File: config.mk
export PLATFORM = sky130hd
export DESIGN_NAME = counter_run_ctrl
export DESIGN_NICKNAME = d
export VERILOG_FILES = /design/src/rtl/counter_ctrl_pkg.sv /design/src/rtl/counter_run_ctrl.sv
export SDC_FILE = /design/constraint.sdc
export NUM_CORES = 1
export LEC_CHECK = 0
export ABC_AREA = 1
export CORE_MARGIN = 8
export CORE_UTILIZATION = 35
export DETAILED_ROUTE_END_ITERATION = 16
export PLACE_DENSITY_LB_ADDON = 0.1
export REMOVE_ABC_BUFFERS = 1
export SLEW_MARGIN = 10
export SYNTH_ARGS = -nofsm -noshare
export SYNTH_HDL_FRONTEND = slang
export SYNTH_SLANG_ARGS = --single-unit
File: constraint.sdc
create_clock -name clk -period 1.3 [get_ports clk]
set_input_delay 0.26 -clock clk [delete_from_list [all_inputs] [get_ports clk]]
set_output_delay 0.26 -clock clk [all_outputs]
set_load 0.005 [all_outputs]
File: src/rtl/counter_ctrl_pkg.sv
// rtl/counter_ctrl_pkg.sv - shared state encoding and default widths for counter_run_ctrl
package counter_ctrl_pkg;

    localparam int DEF_N      = 8;
    localparam int DEF_RUNS_W = 8;

    typedef enum logic [1:0] {
        ST_IDLE  = 2'd0,
        ST_CLEAR = 2'd1,
        ST_RUN   = 2'd2,
        ST_DONE  = 2'd3
    } state_t;

endpackage

File: src/rtl/counter_run_ctrl.sv
// rtl/counter_run_ctrl.sv - run controller for an N-bit up-counter: clear, count to target, pulse done
// Optional COUNTER_AUTO_RELOAD_EN: DONE returns to CLEAR so runs repeat until stop.
module counter_run_ctrl
    import counter_ctrl_pkg::*;
#(
    parameter int N      = DEF_N,
    parameter int RUNS_W = DEF_RUNS_W
) (
    input  logic              clk,
    input  logic              reset,
    input  logic              start,
    input  logic              stop,
    input  logic              pause,
    input  logic [N-1:0]      target,
    input  logic [N-1:0]      count,
    output logic              cnt_rst_n,
    output logic              cnt_en,
    output logic              busy,
    output logic              done,
    output logic [RUNS_W-1:0] runs
);

    state_t          state;
    state_t          next_state;
    logic [N-1:0]    target_q;
    logic            at_target;
    logic            accept;

    assign at_target = (count == target_q);
    assign accept    = (state == ST_IDLE) && (next_state == ST_CLEAR);

    always_comb begin
        next_state = state;
        cnt_en     = 1'b0;
        case (state)
            ST_IDLE: begin
                if (start && !stop) next_state = ST_CLEAR;
            end
            ST_CLEAR: begin
                next_state = stop ? ST_IDLE : ST_RUN;
            end
            ST_RUN: begin
                // Enable is not gated by stop: the counter may advance on the abort edge.
                cnt_en = !pause && !at_target;
                if (stop)                       next_state = ST_IDLE;
                else if (at_target && !pause)   next_state = ST_DONE;
            end
            ST_DONE: begin
`ifdef COUNTER_AUTO_RELOAD_EN
                next_state = stop ? ST_IDLE : ST_CLEAR;
`else
                next_state = ST_IDLE;
`endif
            end
            default: next_state = ST_IDLE;
        endcase
    end

    // Outputs are registered from next_state so they line up with the state they describe.
    always_ff @(posedge clk or negedge reset) begin
        if (!reset) begin
            state     <= ST_IDLE;
            target_q  <= '0;
            runs      <= '0;
            cnt_rst_n <= 1'b0;
            done      <= 1'b0;
            busy      <= 1'b0;
        end else begin
            state     <= next_state;
            cnt_rst_n <= (next_state != ST_CLEAR);
            done      <= (next_state == ST_DONE);
            busy      <= (next_state != ST_IDLE);
            if (accept) begin
                target_q <= target;
                runs     <= '0;
            end else if ((state == ST_DONE) && (runs != '1)) begin
                runs <= runs + RUNS_W'(1);
            end
        end
    end

endmodule
# Word level (Yosys, flattened, before mapping)
# Cells that the tools add are included.
[word_totals]
ff_bits = 21
in_bits = 21
output_inout_bits = 12
word_cells = 34
[op_classes]
add_sub_neg = 1
eq_ne = 8
n_mux = 8
n_reduce_logical = 11
[ops]
columns = ["operator", "count"]
rows = [
  ["8-bit 2-to-1 mux", 2],
  ["8-bit by 1-bit adder with 8-bit output, second input constant", 1],
  ["8-bit == test", 1],
  ["2-bit 2-to-1 mux", 4],
  ["8-bit inequality test, second input constant", 1],
  ["2-bit case mux with 4 select lines", 1],
  ["2-bit == test, second input constant", 3],
  ["1-bit logical AND", 5],
  ["2-bit by 1-bit == test with 1-bit output, second input constant", 2],
  ["2-bit nonzero test", 2],
  ["1-bit zero test", 3],
  ["2-bit zero test", 1],
  ["2-bit by 1-bit inequality test with 1-bit output, second input constant", 1],
  ["1-bit 2-to-1 mux", 1],
]

# Logic depth before layout (Yosys ltp)
# Gate-level depths: netlist of run 1.
[logic_depth]
ltp_word = 8
ltp_mapped = 9
depth_no_buf = 9

# Worst setup path before layout of run 1
# Ideal clock, no wire load.
[synth_path]
path_type = "register to register"
start = "reg runs[0]"
end = "reg runs[2]"
setup_ns = 0.118
t_arrival_ns = 1.213
t_required_ns = 1.182
path_slack_ns = -0.031
path_stages_with_launch = 10
path_buffers = 0
period_less_slack_ns = 1.331
path_cell_list = "dfrtp_1 ha_1 nand2_2 nor2_4 nand2_2 nand2_4 nand2_4 clkinv_4 a21oi_1 inv_1"
[synth_via]
elab_chain_cells = 3
elab_cells_between_ends = 6
cone_classes = "add/sub (1); eq/ne (1); mux (2); reduce/logical (2)"
[synth_rtl]
columns = ["item", "line_no", "text"]
rows = [
  ["from (decl)", "counter_run_ctrl.sv:20", "output logic [RUNS_W-1:0] runs"],
  ["from (signal assigned)", "counter_run_ctrl.sv:77", "runs <= runs + RUNS_W'(1);"],
  ["8-bit by 1-bit adder with 8-bit output or 8-bit inequality test (tied branches)", "counter_run_ctrl.sv:77, counter_run_ctrl.sv:76", ""],
  ["8-bit 2-to-1 mux or 1-bit logical AND (tied branches)", "counter_run_ctrl.sv:76", "end else if ((state == ST_DONE) && (runs != '1)) begin"],
  ["8-bit 2-to-1 mux or 2-bit nonzero test (tied branches)", "n/a", ""],
]
# Parallel ways exist; a longest one is shown, timed or not. The select of a mux whose other input is x is not followed.
# A chain may end at the register's enable or synchronous reset.

# Final worst setup path of run 1
[layout_path]
start = "reg target_q[5]"
end = "out cnt_en"
[layout_via]
elab_chain_cells = 4
[layout_rtl]
columns = ["item", "line_no", "text"]
rows = [
  ["from (decl)", "counter_run_ctrl.sv:25", "logic [N-1:0] target_q;"],
  ["from (signal assigned)", "counter_run_ctrl.sv:74", "target_q <= target;"],
  ["8-bit == test", "counter_run_ctrl.sv:29", "assign at_target = (count == target_q);"],
  ["1-bit zero test", "counter_run_ctrl.sv:44", "cnt_en = !pause && !at_target;"],
  ["1-bit logical AND", "counter_run_ctrl.sv:44", ""],
  ["1-bit 2-to-1 mux", "counter_run_ctrl.sv:35", "case (state)"],
  ["to (decl)", "counter_run_ctrl.sv:17", "output logic cnt_en,"],
]
# Every way passes these cells.

==> flow_summary.toml, run 1 <==
[power_and_ir_drop]
p_leak_uw = 0.00102
clockPowerShare_pct = 20.2
p_sw_uw = 474
intPower_uw = 1140
power.density_nw_per_um2 = 835
pwr-share-comb_pct = 31.9
p_seq_share_pct = 47.9
peakVddDrop_mv = 0.444
swShare_pct = 29.4

[place]
dp_cells = 237
place_congestion = 0.760
dp_slack_ns = -0.693
dp_hpwl_um = 2150
numPortBuffers = 32

[cts]
cts_tree = "built"
clk-insertion-delay-late_ns = 0.30
cts.clk_slew.worst_paths_ns = 0.13
cts.sinks = 21
htree_levels = 1
cts_root_buf = "clkbuf_4"
numCtsBuffers = 3
cts.path.max_buffers = 2

[worst_setup_path]
timing_worst_setup_path_type = "reg2out"
arrival_ns = 1.35
crit_top_cell = "nand2_1"
required_ns = 1.04
path_cells = "inv_2 -> nand2_1 -> nand2_1 -> nand2_1 -> nor2_2 -> and2_1 -> nor2_1 -> buf_2"
cp_num_cells = 8
crit_end = "cnt_en"
r2r-start = "runs[1]"
crit_start = "target_q[5]"
r2r_end = "runs[5]"
start_kind = "flip-flop"
rrSetupSlack_ns = -0.02
ff2ff_path_depth = 9
cp_num_buf_inv = 2
cp_slowest_cell = "dfrtp_1"
critPathCaptureType = "output pin"
cp_slowest_stage_delay_ns = 0.42
cp_max_fo = 2
critPathTopFamily = "simple AND/OR/NAND/NOR gates"

[synth]
ys_seq_elements = 21
syn_area_per_cell_um2 = 8.02
netlist_area_um2 = 1120
synth_top_cells_by_area = "dfrtp_1, nand2_1, xnor2_1"
synth_cell_types = 25
synthCells = 140
yosys.area.top_type = "dfrtp_1"
async_flop_share_pct = 100
synth_most_common_cell = "nand2_1"
yosysWarnings = 0
synth.top_cells.by_count = "nand2_1, dfrtp_1, inv_1"
synth-seq-area-share_pct = 46.8
synth_edf_count = 0
synth_ff_type = "dfrtp_1"
synth.top_cell.area_share_pct = 46.8

[cells_and_area]
multiInputGateArea_um2 = 594
regArea_um2 = 526
layoutNonFillerInstCount = 254
nFillCells = 273
antennaDiodeCount = 0
fin_util_pct = 63.2
area_growth_pct = 71.9
drive_above_1_share_pct = 36.7
fin_nets = 233

[timing]
maxSlewViolCount = 0
worst_slew_pin_slew_ns = 0.277
fin_crit_sh_pct = 124
rsz0062_at_grt = "yes"
fin_worst_skew_ns = 0.00450
relSlewSlack_pct = 81.5
hold_violations = 0
hold_ws_ns = 0.278
setup_viol = 3
worst_slack_ns = -0.308
fmax_mhz = 622
period_minus_slack_ns = 1.61

[run_status]
status = "finished with violations"
violations = "setup timing"

[floorplanning]
die_y_um = 72.6
die_width_um = 72.6
placementRows = 20
die_area_um2 = 5270
start_util_pct = 36.8
io_pins = 33
fp.coreArea_um2 = 3050

[route]
drtIter0Drc = 22
avgViaCountPerCell = 4.33
drt-wirelength-per-cell_um = 11.6
drc = 0
routed_wl_um = 2950
drt_pass1_iterations = 4
ant_nets = 0
vias = 1101

[min_path]
hold_path.class = "in2async"

[flow_run]
drv_cap = 0

[global_route]
grt_max_degree = 22
grt_pass1_wl_um = 5090
grt_usage_pct = 12.1
grt_overflow = 0
antenna_found_initial = 0
grt_pass1_vias = 1194
-- stage by stage --
step	TNS [ns]	total power, uW	area [um^2]
2_1_floorplan	-0.152	967	1110
3_3_place_gp	-5.22	1210	1670
3_5_place_dp	-5.38	1220	1670
4_1_cts	-0.463	1610	1870
5_1_grt	-0.833	1720	1930
6_report	-0.340	1610	1930
-- area by class of cell --
cell class	count	area share, %
timing repair buffer	68	32.9
multi-input combinational	97	30.8
sequential	21	27.2
inverter	20	4.80
tap	44	2.85
clock buffer	3	1.17
clock inverter	1	0.259
-- power groups by stage --
stage | clock network (uW) | registers (uW) | logic, uW
6_report | 325 | 772 | 514
5_1_grt | 368 | 779 | 575
4_1_cts | 343 | 768 | 501
3_5_place_dp | 0 | 785 | 433
3_3_place_gp | 0 | 781 | 427
2_1_floorplan | 0 | 788 | 179
-- state kept, by name, indices dropped and copies added, names as in the netlist --
register	count
state	2
busy	1
target_q	8
runs	8
done	1
cnt_rst_n	1
-- what timing repair did --
action	4_1_cts	5_1_grt
pin swaps	18	24
resized for setup	43	18
cloned	0	1
hold buffers	0	0
setup endpoints to repair	25	18
buffers inserted	15	1
-- worst min path at each step --
stage | slack [ns] | start | endpoint | cells past startpoint
after floorplan | -0.04 | reset | busy | 0
after global placement | 0.48 | target_q[3] | target_q[3] | 2
after detailed placement | 0.49 | target_q[2] | target_q[2] | 2
after CTS | 0.28 | reset | target_q[4] | 2
after global routing | 0.29 | reset | target_q[7] | 2
final | 0.28 | reset | target_q[7] | 2
-- metal layers --
layer | GRT usage (%) | wire (um)
met1 | 12.4 | 1160
met2 | 22.9 | 1640
met5 | 0 | 0
met3 | 2.61 | 122
met4 | 5.33 | 23
-- cell families after synthesis --
kind of cell               synth area share (%)
and+or+nand+nor                            31.3
buffers and inverters                      8.81
xor gates and xnor gates                   7.02
adders and majority gates                  1.11
AOI/OAI and AO/OA                          4.90
DFF                                        46.8
-- layout by cell type (no fill, tap or decap), types with 2 or more instances in the layout --
cell | synthesis | routed
nand4_1 | 2 | 2
nor2_1 | 7 | 4
nand3_2 | 1 | 4
o21ai_1 | 5 | 5
a21oi_2 | 0 | 2
inv_2 | 4 | 3
inv_1 | 14 | 13
clkbuf_4 | 0 | 3
nor3_1 | 3 | 3
nor2_4 | 1 | 2
buf_4 | 0 | 28
nand2_2 | 3 | 7
nand3_1 | 5 | 2
xnor2_1 | 8 | 7
nand2_1 | 50 | 44
nand2_4 | 2 | 4
dlymetal6s2s_1 | 0 | 2
o31ai_2 | 0 | 2
nor2_2 | 1 | 3
buf_6 | 1 | 8
inv_6 | 0 | 2
dlygate4sd2_1 | 0 | 9
dfrtp_1 | 21 | 21
clkdlybuf4s50_1 | 0 | 18
No activity file was read; power rests on OpenSTA's default activity.
==> inputs of run 2 (changes only) <==
--- a/config.mk
+++ b/config.mk
@@ -5,12 +5,11 @@
 export SDC_FILE = /design/constraint.sdc
 export NUM_CORES = 1
 export LEC_CHECK = 0
-export ABC_AREA = 1
-export CORE_MARGIN = 8
 export CORE_UTILIZATION = 35
 export DETAILED_ROUTE_END_ITERATION = 16
 export PLACE_DENSITY_LB_ADDON = 0.1
 export REMOVE_ABC_BUFFERS = 1
+export SETUP_SLACK_MARGIN = 0.15
 export SLEW_MARGIN = 10
 export SYNTH_ARGS = -nofsm -noshare
 export SYNTH_HDL_FRONTEND = slang
==> run 2 against run 1 <==
The run still ends with setup timing left. Sequential share of layout area grew 1.3 points. Register-to-register slack lost 0.26 ns. Cell count shrank 18%. Critical path depth shrank 3. Maximum frequency shrank 9.7%. Total power shrank 0.72%. Non-clock buffer count grew 6. Die area shrank 42%. Clock skew shrank 0.0014 ns. Global-route usage grew 6.4 points. Clock power shrank 2%. Via count shrank 5.1%.
==> flow_summary.toml, run 2 <==
[timing]
setup_viol = 18
hold_ws_ns = 0.278
fmax_mhz = 562
fin_crit_sh_pct = 137
hold_violations = 0
relSlewSlack_pct = 78.1
worst_slack_ns = -0.481
totalNegativeSetupSlack_ns = -1.42
fin_worst_skew_ns = 0.00306
maxSlewViolCount = 0
period_minus_slack_ns = 1.78
rsz0062_at_grt = "yes"
worst_slew_pin_slew_ns = 0.326

[global_route]
antenna_found_initial = 0
grt_overflow = 0
grt_max_degree = 22
grt_pass1_wl_um = 4570
grt_pass1_vias = 1016
grt_usage_pct = 18.5

[cts]
cts.clk_slew.worst_paths_ns = 0.12
numCtsBuffers = 3
hold_buffers = 0
cts_tree = "built"
cts.path.max_buffers = 2
clk-insertion-delay-late_ns = 0.30
htree_levels = 1
cts.sinks = 21
cts_root_buf = "clkbuf_4"

[route]
avgViaCountPerCell = 5.00
routed_wl_um = 2920
vias = 1045
drt-wirelength-per-cell_um = 14.0
drt_pass1_iterations = 4
drc = 0
drtIter0Drc = 18
ant_nets = 0

[synth]
synth_cell_types = 29
yosys.area.top_type = "dfrtp_1"
syn_area_per_cell_um2 = 9.58
synth.top_cell.area_share_pct = 52.8
synth_most_common_cell = "nand2_1"
synth_edf_count = 0
netlist_area_um2 = 996
synthCells = 104
ys_seq_elements = 21
async_flop_share_pct = 100
synth.top_cells.by_count = "nand2_1, dfrtp_1, xor2_1"
yosysWarnings = 0
synth_ff_type = "dfrtp_1"
synth_top_cells_by_area = "dfrtp_1, nand2_1, xor2_1"
synth-seq-area-share_pct = 52.8

[min_path]
hold_path.class = "in2async"

[worst_setup_path]
r2r_end = "state[0]"
r2r-start = "target_q[4]"
cp_max_fo = 2
rrSetupSlack_ns = -0.28
critPathCaptureType = "output pin"
required_ns = 1.04
start_kind = "flip-flop"
arrival_ns = 1.52
timing_worst_setup_path_type = "reg2out"
ff2ff_path_depth = 5
crit_start = "target_q[3]"

[power_and_ir_drop]
pwr-share-comb_pct = 31.0
clockPowerShare_pct = 19.9
swShare_pct = 29.0
p_leak_uw = 0.000864
p_sw_uw = 463
p_seq_share_pct = 49.1
intPower_uw = 1140
peakVddDrop_mv = 0.719
power.density_nw_per_um2 = 859

[cells_and_area]
reg_top3 = "runs: 8 flops, target_q: 8 flops, state: 2 flops"
nFillCells = 193
area_growth_pct = 86.9
multiInputGateArea_um2 = 603
fin_area_um2 = 1860
antennaDiodeCount = 0
layoutNonFillerInstCount = 209
final_cell_mix = "buf_4, clkdlybuf4s50_1, nand2_1"
fin_nets = 202
regArea_um2 = 532
mostFrequentLayoutCell = "buf_4"
drive_above_1_share_pct = 54.2

[floorplanning]
die_area_um2 = 3060
start_util_pct = 38.5
die_y_um = 55.3
fp.coreArea_um2 = 2590
io_pins = 33
die_width_um = 55.3
placementRows = 18

[place]
dp_cells = 185
place_congestion = 0.820
numPortBuffers = 32
placed_area_um2 = 1510
dp_hpwl_um = 1750
dp_slack_ns = -0.848

[run_status]
status = "finished with violations"
violations = "setup timing"

[flow_run]
drv_cap = 0
## run 2: changes by cell type after synthesis, moves of 2 or more
cell,delta
inv_1,-12
inv_2,-4
nor4_1,+3
o21ai_1,-5
xnor2_1,-7
o21ai_0,+3
nand2_1,-20
nor2_1,-5
nand2_4,-2
xor2_1,+7
nand2_2,-2
nor3_1,+2
o41ai_1,+2
## run 2: routing by layer
metal  vias up  global-route usage (%)  share of wire (%)
met3         2                    5.15                3.9
met5         -                       0                  0
met1       509                    23.0                 45
met2        21                    32.0                 51
met4         0                    3.93               0.44
li1        513                       -                  -
## run 2: final cells by class
type / instances / share of cell area (%)
clock buffer: 4 / 1.41
timing repair buffer: 74 / 35.2
sequential: 21 / 28.6
inverter: 2 / 0.403
multi-input combinational: 78 / 32.4
tap: 30 / 2.02
## run 2: what timing repair did
item,in CTS,in global routing
setup endpoints to repair,31,26
pin swaps,27,13
setup buffers,12,7
gates resized for setup,75,26
cloned,0,1
## run 2: how the worst max path moves through the flow
stage / slack, ns / to / cells after the start
after detailed placement: -0.85 / cnt_en / 6
final: -0.48 / cnt_en / 5
after global placement: -0.83 / cnt_en / 6
after floorplan: -0.65 / runs[6] / 4
after global routing: -0.54 / cnt_en / 4
after CTS: -0.53 / cnt_en / 5
## run 2: logic make-up (layout without fill, tap and decap cells)
group	Yosys count	count (layout)	synth area share, %
adders and majority gates	1	1	1.26
and+or+nand+nor	53	53	25.6
DFF	21	21	52.8
AOI/OAI and AO/OA	14	14	9.30
xor gates and xnor gates	9	9	7.92
muxes	1	1	1.01
buffers and inverters	5	80	2.14
## run 2: worst max-delay path: stages (launching register included)
cell and delay, ns:
dfrtp_1 0.41, xor2_1 0.16, nor4_2 0.29, buf_4 0.16
a211oi_2 0.06, buf_2 0.14
## run 2: stage by stage
stage                     util (%)  power (uW)
after global routing          71.9        1680
after floorplan                  -         906
after global placement        58.1        1090
after detailed placement      58.1        1100
after CTS                     66.4        1500
final                         71.9        1600
## run 2: power groups by stage
stage / Sequential [uW] / Combinational (uW) / Clock, uW
after floorplan: 781 / 126 / 0
after global placement: 782 / 306 / 0
after detailed placement: 786 / 311 / 0
after CTS: 783 / 388 / 328
after global routing: 790 / 540 / 353
final: 785 / 496 / 318
